`src/rtl/qpsk_shaper_gen2.sv`:
```
// QPSK/BPSK pulse shaper: polyphase FIR over ternary symbol taps, rounding and
// saturation to DAC width, plus an fs/4 digital upconverted IF output.
module qpsk_shaper_gen2 #(
    parameter int unsigned SPS       = 8,
    parameter int unsigned SPAN      = 16,
    parameter int unsigned COEF_W    = 14,
    parameter int unsigned DAC_W     = 14,
    parameter int unsigned OUT_SHIFT = 0
) (
    input  logic                                  clock,
    input  logic                                  reset,
    input  logic                                  sym_valid,
    output logic                                  sym_ready,
    input  logic [1:0]                            symbol,
    input  logic                                  mode,
    input  logic                                  coef_we,
    input  logic [$clog2((SPAN+1)*SPS)-1:0]       coef_addr,
    input  logic signed [COEF_W-1:0]              coef_data,
    output logic signed [DAC_W-1:0]               i_out,
    output logic signed [DAC_W-1:0]               q_out,
    output logic signed [DAC_W-1:0]               if_out,
    output logic                                  out_valid,
    output logic                                  underrun
);

    localparam int unsigned TAPS  = SPAN + 1;
    localparam int unsigned DEPTH = TAPS * SPS;
    localparam int unsigned AW    = $clog2(DEPTH);
    localparam int unsigned PW    = $clog2(SPS);
    localparam int unsigned PRW   = COEF_W + 1;
    localparam int unsigned ACC_W = COEF_W + $clog2(TAPS) + 1;
    localparam int unsigned RW    = ACC_W + 1;

    // Ternary amplitude encoding: bit0 = non-zero, bit1 = negative
    localparam logic [1:0] AMP_ZERO = 2'b00;
    localparam logic [1:0] AMP_POS  = 2'b01;
    localparam logic [1:0] AMP_NEG  = 2'b11;

    localparam logic signed [RW-1:0]    HALF    = (RW'(1) << OUT_SHIFT) >> 1;
    localparam logic signed [RW-1:0]    SAT_HI  = RW'(2 ** (DAC_W - 1) - 1);
    localparam logic signed [RW-1:0]    SAT_LO  = RW'(-(2 ** (DAC_W - 1)));
    localparam logic signed [DAC_W-1:0] DAC_MAX = DAC_W'(2 ** (DAC_W - 1) - 1);
    localparam logic signed [DAC_W-1:0] DAC_MIN = DAC_W'(-(2 ** (DAC_W - 1)));

    logic [PW-1:0]             phase;
    logic [1:0]                mix_cnt;
    logic [1:0]                vld_cnt;
    logic                      phase_last;
    logic [1:0]                new_i;
    logic [1:0]                new_q;
    logic [1:0]                tap_i   [TAPS];
    logic [1:0]                tap_q   [TAPS];
    logic signed [COEF_W-1:0]  coef_mem [DEPTH];
    logic signed [COEF_W-1:0]  coef_tap [TAPS];
    logic signed [PRW-1:0]     prod_i  [TAPS];
    logic signed [PRW-1:0]     prod_q  [TAPS];
    logic signed [ACC_W-1:0]   sum_i;
    logic signed [ACC_W-1:0]   sum_q;
    logic signed [ACC_W-1:0]   acc_i;
    logic signed [ACC_W-1:0]   acc_q;
    logic signed [DAC_W-1:0]   i_pre;
    logic signed [DAC_W-1:0]   q_pre;
    logic signed [DAC_W-1:0]   if_pre;

    // Multiply a coefficient by a ternary amplitude
    function automatic logic signed [PRW-1:0] apply_amp(input logic [1:0] amp,
                                                        input logic signed [COEF_W-1:0] c);
        case (amp)
            AMP_POS: return PRW'(c);
            AMP_NEG: return -PRW'(c);
            default: return '0;
        endcase
    endfunction

    // Arithmetic shift with round-half-up, then saturate to DAC range
    function automatic logic signed [DAC_W-1:0] scale(input logic signed [ACC_W-1:0] a);
        logic signed [RW-1:0] rnd;
        rnd = (RW'(a) + HALF) >>> OUT_SHIFT;
        if (rnd > SAT_HI)      return DAC_MAX;
        else if (rnd < SAT_LO) return DAC_MIN;
        else                   return DAC_W'(rnd);
    endfunction

    // Negation that maps the most negative code to full-scale positive
    function automatic logic signed [DAC_W-1:0] neg_sat(input logic signed [DAC_W-1:0] x);
        if (x == DAC_MIN) return DAC_MAX;
        else              return -x;
    endfunction

    assign phase_last = (phase == PW'(SPS - 1));

    // Entry loaded into tap0 at a symbol slot; BPSK forces Q to zero
    always_comb begin
        new_i = AMP_ZERO;
        new_q = AMP_ZERO;
        if (sym_valid) begin
            new_i = symbol[0] ? AMP_NEG : AMP_POS;
            if (!mode) new_q = symbol[1] ? AMP_NEG : AMP_POS;
        end
    end

    // Phase/mix counters, slot handshake, underrun flag and fill tracking
    always_ff @(posedge clock or negedge reset) begin
        if (!reset) begin
            phase     <= '0;
            mix_cnt   <= '0;
            vld_cnt   <= '0;
            sym_ready <= 1'b0;
            underrun  <= 1'b0;
            out_valid <= 1'b0;
        end else begin
            phase     <= phase + PW'(1);
            mix_cnt   <= mix_cnt + 2'd1;
            sym_ready <= (phase == PW'(SPS - 2));
            underrun  <= phase_last & ~sym_valid;
            if (!out_valid) vld_cnt <= vld_cnt + 2'd1;
            out_valid <= out_valid | (vld_cnt == 2'd2);
        end
    end

    // Symbol tap lines shift once per symbol slot
    always_ff @(posedge clock or negedge reset) begin
        if (!reset) begin
            for (int unsigned k = 0; k < TAPS; k++) begin
                tap_i[k] <= AMP_ZERO;
                tap_q[k] <= AMP_ZERO;
            end
        end else if (phase_last) begin
            tap_i[0] <= new_i;
            tap_q[0] <= new_q;
            for (int unsigned k = 1; k < TAPS; k++) begin
                tap_i[k] <= tap_i[k-1];
                tap_q[k] <= tap_q[k-1];
            end
        end
    end

    // Coefficient RAM: not reset, write visible to reads from the next cycle
    always_ff @(posedge clock) begin
        if (coef_we) coef_mem[coef_addr] <= coef_data;
    end

    // Per-tap coefficient fetch for the current phase
    always_comb begin
        for (int unsigned k = 0; k < TAPS; k++) begin
            coef_tap[k] = coef_mem[AW'(k * SPS) + AW'(phase)];
        end
    end

    // Stage 1: registered per-tap products
    always_ff @(posedge clock or negedge reset) begin
        if (!reset) begin
            for (int unsigned k = 0; k < TAPS; k++) begin
                prod_i[k] <= '0;
                prod_q[k] <= '0;
            end
        end else begin
            for (int unsigned k = 0; k < TAPS; k++) begin
                prod_i[k] <= apply_amp(tap_i[k], coef_tap[k]);
                prod_q[k] <= apply_amp(tap_q[k], coef_tap[k]);
            end
        end
    end

    // Adder tree over all tap products
    always_comb begin
        sum_i = '0;
        sum_q = '0;
        for (int unsigned k = 0; k < TAPS; k++) begin
            sum_i = sum_i + ACC_W'(prod_i[k]);
            sum_q = sum_q + ACC_W'(prod_q[k]);
        end
    end

    // Stage 2: registered sums
    always_ff @(posedge clock or negedge reset) begin
        if (!reset) begin
            acc_i <= '0;
            acc_q <= '0;
        end else begin
            acc_i <= sum_i;
            acc_q <= sum_q;
        end
    end

    // Scaled baseband and fs/4 mix selection ahead of the output register
    always_comb begin
        i_pre  = scale(acc_i);
        q_pre  = scale(acc_q);
        if_pre = i_pre;
        case (mix_cnt)
            2'd0:    if_pre = i_pre;
            2'd1:    if_pre = neg_sat(q_pre);
            2'd2:    if_pre = neg_sat(i_pre);
            default: if_pre = q_pre;
        endcase
    end

    // Stage 3: registered DAC outputs
    always_ff @(posedge clock or negedge reset) begin
        if (!reset) begin
            i_out  <= '0;
            q_out  <= '0;
            if_out <= '0;
        end else begin
            i_out  <= i_pre;
            q_out  <= q_pre;
            if_out <= if_pre;
        end
    end

endmodule
```
`config.mk`:
```
export PLATFORM = sky130hd
export DESIGN_NAME = qpsk_shaper_gen2
export DESIGN_NICKNAME = d
export VERILOG_FILES = /design/src/rtl/qpsk_shaper_gen2.sv
export SDC_FILE = /design/constraint.sdc
export NUM_CORES = 2
export LEC_CHECK = 0
export CAP_MARGIN = 5
export CORE_UTILIZATION = 57
export CTS_BUF_LIST = sky130_fd_sc_hd__clkbuf_16
export DETAILED_ROUTE_END_ITERATION = 10
export PLACE_DENSITY = 0.76
export REMOVE_ABC_BUFFERS = 1
export SYNTH_ARGS = -nofsm -noshare
export SYNTH_HDL_FRONTEND = slang
export SYNTH_SLANG_ARGS = --single-unit
```
`constraint.sdc`:
```
create_clock -name clock -period 5.9 [get_ports clock]
set_input_delay 1.18 -clock clock [delete_from_list [all_inputs] [get_ports clock]]
set_output_delay 1.18 -clock clock [all_outputs]
set_load 0.02 [all_outputs]
```
* Yosys cells after proc, flatten, opt, wreduce, memory -nomap -nowiden *
Memories as Yosys holds them, arrays and structs flattened.
Cells that the tools add are included.

operators by class
  $add $sub $neg = 70
  $lt $le $gt $ge = 4
  equality and inequality tests = 75
  multiplexer cells = 48
  bitwise operators = 3
  reductions and logical operators = 1

operators with widths
  operator                                                                 number
  15-bit case mux with 2 select lines                                      34
  20-bit by 15-bit adder with 20-bit output                                22
  14-bit negator with 15-bit output                                        17
  14-bit 2-to-1 mux                                                        6
  2-bit equality test (second input constant)                              36
  2-bit by 1-bit equality test with 1-bit output (second input constant)   35
  7-bit by 3-bit adder with 8-bit output (first input constant)            8
  14-bit case mux with 3 select lines                                      1
  19-bit by 15-bit adder with 20-bit output                                2
  20-bit by 14-bit > comparator with 1-bit output (second input constant)  2
  20-bit by 14-bit < comparator with 1-bit output (second input constant)  2
  18-bit by 15-bit adder with 19-bit output                                2
  17-bit by 15-bit adder with 18-bit output                                2
  16-bit by 15-bit adder with 17-bit output                                2
  15-bit by 15-bit adder with 16-bit output                                2
  6-bit by 3-bit adder with 7-bit output (first input constant)            4
  14-bit equality test (second input constant)                             2
  14-bit negator                                                           2
  5-bit by 3-bit adder with 6-bit output (first input constant)            2
  2-bit 2-to-1 mux                                                         5
  8-bit by 3-bit adder with 8-bit output (first input constant)            1
  3-bit equality test (second input constant)                              2
  4-bit by 3-bit adder with 5-bit output (first input constant)            1
  2-bit by 1-bit adder with 2-bit output (second input constant)           2
  other kinds (6)                                                          7

word-level totals
  bits in registers = 670
  memory bits (writable) = 1904
  output and inout port bits = 45
  memories = 1

memory list
  memory    depth  width  read ports  clocked after memory_dff  write ports  RTL line  text
  coef_mem  136    14     17          0                         1            53        logic signed [COEF_W-1:0] coef_mem [DEPTH];

* Logic depth before layout (Yosys ltp) *
  depth in word-level cells = 16
  mapped depth = 22
  depth with buffers taken out = 22

* Least setup slack after synthesis *
No wires, ideal clock.

  path type = reg2reg
  start = reg prod_q[181] (netlist name)
  end = reg acc_q[16]
  arrival = 5.482 ns
  required time = 5.813 ns
  path slack = 0.331 ns
  stages on the path, launching flop included = 20
  path buffers = 0
  clock period less this slack = 5.569 ns
  cells stage by stage = dfrtp_1 > fa_1 > inv_1 > fa_1 > fa_1 > inv_1 > fa_1 > fa_1 > inv_1 > fa_1 > inv_1 > ha_1 > fa_1 > a21o_1 > a21oi_1 > o21bai_1 > a311oi_1 > o21ai_0 > a211o_1 > o211ai_1

on the way
  longest elaborated chain between the ends = 13

ends and longest elaborated chain
  item                                                      RTL line  text
  start: declaration                                        56        logic signed [PRW-1:0] prod_q [TAPS];
  start signal: indexed assignment                          160       prod_q[k] <= apply_amp(tap_q[k], coef_tap[k]);
  18-bit by 15-bit adder with 19-bit output                 171       sum_q = sum_q + ACC_W'(prod_q[k]);
  19-bit by 15-bit adder with 20-bit output                 171
  20-bit by 15-bit adder with 20-bit output (11 in series)  171
  named net sum_q[16]                                       58        logic signed [ACC_W-1:0] sum_q;
  end signal: assignment                                    182       acc_q <= sum_q;
  end: declaration                                          60        logic signed [ACC_W-1:0] acc_q;

The timed path passes the listed nets, and every way through them passes these cells.
A chain may end at the register's enable or synchronous reset.

* Final worst setup path *
  start = reg prod_i[94] (netlist name)
  end = reg acc_i[18]

on the way
  longest elaborated chain between the ends = 7

ends and longest elaborated chain
  item                                                     RTL line  text
  start: declaration                                       55        logic signed [PRW-1:0] prod_i [TAPS];
  start signal: indexed assignment                         159       prod_i[k] <= apply_amp(tap_i[k], coef_tap[k]);
  20-bit by 15-bit adder with 20-bit output (7 in series)  170       sum_i = sum_i + ACC_W'(prod_i[k]);
  named net sum_i[18]                                      57        logic signed [ACC_W-1:0] sum_i;
  end signal: assignment                                   181       acc_i <= sum_i;
  end: declaration                                         59        logic signed [ACC_W-1:0] acc_i;

The timed path passes the listed nets, and every way through them passes these cells.

==> summary.md <==
| Metric | Value |
|---|---|
| Status | `complete, no violations` |
| Clk buf depth | `4` |
| Initial Util | `57.5%` |
| Number of fill cells | `13900` |
| Critical Path Max Stage Delay | `0.64 ns` |
| PwrDens | `310 mW/mm²` |
| Setup slack, reg-to-reg | `about 0.20 ns` |
| Clock sinks | `2574` |
| Placed cell areas | `0.122 mm²` |
| Critical path data required time | `6.77 ns` |
| Layout cells sized above 1 | `16.5%` |
| Most area-hungry cell type in the Yosys netlist | `edfxtp_1` |
| Net Sw Frac | `23.5%` |
| Clock slew at reported path FFs | `around 0.06 ns` |
| Vias per cell | `6.15` |
| Global Route Usage Sum | `30.0%` |
| Rel. slew slack | `around 17%` |
| Worst r2r src | `prod_i[94]$_DFF_PN0_` |
| Crit. path cell count | `16` |
| CTS tree | `done` |
| Crit-path max FO | `4` |
| Clk_skew | `0.0516 ns` |
| Die height | `454 µm` |
| RSZ-0062 raised after global routing | `false` |
| Largest net degree at the start of global routing | `148` |
| Fin cells | `10400` |
| Routed Antenna Nets | `0` |
| Sequential power share | `49.9%` |
| Top cell type's share of synthesized area | `around 49%` |
| Area contributors post-synth | `edfxtp_1 49%, dfrtp_1 14%, mux4_2 9.2%, fa_1 8.1%, inv_1 2.2%` |
| Later-pin clock latency in the skew report | `0.93 ns` |
| Top cells by count, synth | `1904 x edfxtp_1, 694 x inv_1, 670 x dfrtp_1` |
| Design area | `0.130 mm²` |
| Clock period minus worst slack | `5.70 ns` |
| Async SR Flop Fraction | `26.0%` |
| Initial antenna violation count | `19` |
| Wirelength per Cell | `slightly below 30 µm` |
| Core Util, Final | `64.2%` |
| Die width | `454 µm` |
| Gp weighted congestion | `1.02` |
| Most common cell on crit path | `fa_1` |
| Initial drt markers | `8189` |
| Mean post-synth cell area | `16.1 µm²` |
| Logic gate share of total power | `8.7%` |
| Critical path capture point type | `register` |
| Placed insts | `9962` |
| HP Class | `in2async` |
| Hold Vio Cnt, Final | `0` |
| Buffers on Ports | `73` |
| VDD IR max | `0.296 mV` |
| Max-cap viol count | `0` |
| Total gr overflow | `0` |
| Synthesis Warnings | `0` |
| Cell row count | `between 150 and 200` |
| EDFF count, synth | `1904` |
| LEAKAGE | `around 50 nW` |
| Setup TNS | `0 ns` |
| Pre-antenna DRT Iters | `7` |
| Final setup viols | `0` |
| Clock power share | `41.4%` |
| Crit path launch | `prod_i[94]$_DFF_PN0_` |
| First-pass GRT wire length | `444000 µm` |
| Crit path launch type | `register` |
| #FFs+latches synth | `2574` |
| P_sw | `0.00947 W` |
| CP top delay family | `adder cells` |
| Crit path cell chain | `fa_1 -> inv_1 -> fa_1 -> fa_1 -> fa_1 -> fa_1 -> fa_1 -> inv_1 -> ha_1 -> nor2b_1 -> o31a_1 -> o211ai_1 -> a31oi_2 -> a211o_1 -> a21oi_1 -> xnor2_1` |
| Post-route clock period utilization | `96.6%` |
| Vias in the first global route | `64800` |
| DIE AREA | `between 0.2 and 0.25 mm²` |
| Nets | `~8200` |
| Crit path kind | `reg2reg` |
| Post-synthesis cell count | `7254` |
| Measured slew at the worst slew-check pin | `1.24 ns` |
| WP buf/inv | `2` |
| # H-tree levels | `5` |
| Total power | `0.0404 W` |
| Most numerous cell in the Yosys netlist | `edfxtp_1` |
| Drt drc | `0` |
| Seq/Total Area, Yosys | `63.4%` |
| Critical-path top delay cell | `fa_1` |
| DP HPWL | `208000 µm` |
| FF-to-FF End | `acc_i[18]$_DFF_PN0_` |
| Cell Area, Synth | `roughly 0.12 mm²` |
| Power Internal | `0.0309 W` |
| Total vias in the final route | `64200` |
| Worst Reg-to-Reg Cells | `16` |
| Routed WL | `304000 µm` |
| Core Box Area | `slightly above 0.2 mm²` |
| Inserted Clock Buffers | `280` |
| I/O Pins | `74` |
| Maximum clock rate | `0.175 GHz` |
| Synth cell types | `80` |
| Root Buffer | `clkbuf_16` |
| Layout area overhead | `11.6%` |
| Ys flop type | `edfxtp_1` |
| WP data arrival | `6.57 ns` |
| Max Transition Viols Final | `0` |
area by class of cell:
class | instances | area, µm² | area share [%]
flip-flops and latches | 2574 | 73900 | 56.8
clock inverters | 187 | 1370 | 1.05
multi-input cells | 3702 | 38800 | 29.8
clock buffers | 291 | 7280 | 5.59
repair buffers | 318 | 2840 | 2.18
diodes | 3 | 7.51 | 0.00577
inverters | 696 | 2620 | 2.01
well taps | 2672 | 3340 | 2.57
per-layer routing:
layer / wire length [µm] / GRT usage, %
met2: 139000 / 45.1
met5: 184 / 0
met4: 11100 / 10.4
met3: 29400 / 6.44
met1: 124000 / 43.9
through the flow:
stage          hold slack (ns)  setup slack (ns)
6_report                 0.287             0.198
5_1_grt                  0.308           0.00516
4_1_cts                  0.260            0.0528
3_5_place_dp             0.470            0.0568
3_3_place_gp             0.462            0.0550
2_1_floorplan            0.446            -14.86
power groups by stage:
stage / registers, W / logic (W) / clock network [W]
after floorplan: 0.0205 / 0.00180 / 0
after global placement: 0.0205 / 0.00338 / 0
after detailed placement: 0.0205 / 0.00345 / 0
after CTS: 0.0201 / 0.00347 / 0.0169
after global routing: 0.0202 / 0.00383 / 0.0176
final: 0.0201 / 0.00351 / 0.0167
cell families (layout without fill, tap and decap cells):
logic type	count (synthesis)	in the layout	synth area share [%]
simple gates	1414	1414	6.46
other cells	0	3	0
compound gates	618	618	3.30
fa+ha+maj	549	549	8.91
buf+inv	978	1492	3.44
flops	2574	2574	63.4
xor+xnor	342	342	2.57
mux	779	779	11.9
state kept, by name (all words and copies together) (netlist names), 2 cells and up:
| register | flops |
|---|---|
| vld_cnt | 2 |
| prod_q | 255 |
| tap_i | 34 |
| tap_q | 34 |
| if_out | 14 |
| phase | 3 |
| acc_q | 20 |
| prod_i | 255 |
| acc_i | 20 |
| coef_mem | 1904 |
| mix_cnt | 2 |
| q_out | 14 |
| i_out | 14 |
cells in the final DEF (no fill, tap or decap), types with 41 or more instances in the layout:
cell type / count
o21ai_0: 177
nor2_1: 250
fa_1: 469
and3b_1: 41
mux2_2: 110
clkbuf_16: 291
xnor2_1: 156
buf_4: 235
edfxtp_1: 1904
clkinv_1: 46
mux4_2: 476
nand2_1: 287
dfrtp_1: 667
a21oi_1: 157
xor2_1: 186
o21ai_1: 48
inv_1: 759
nand3_1: 117
and3_1: 74
o21a_1: 85
clkdlybuf4s50_1: 58
and2_1: 340
nor2b_1: 88
ha_1: 78
mux2i_1: 186
repair_timing:
| action | in CTS | in global routing |
|---|---|---|
| hold buffers | 0 | 0 |
| resized for setup | 0 | 7 |
| setup endpoints to repair | 0 | 6 |
| setup buffers | 0 | 0 |
how the worst max path moves through the flow:
stage,to,slack [ns]
after floorplan,tap_i[0]$_DFFE_PN0N_,-14.86
after global placement,acc_q[16]$_DFF_PN0_,0.06
after detailed placement,acc_q[16]$_DFF_PN0_,0.06
after CTS,acc_q[16]$_DFF_PN0_,0.05
after global routing,acc_i[18]$_DFF_PN0_,0.005
final,acc_i[18]$_DFF_PN0_,0.20
(Power assumes the default switching activity.)
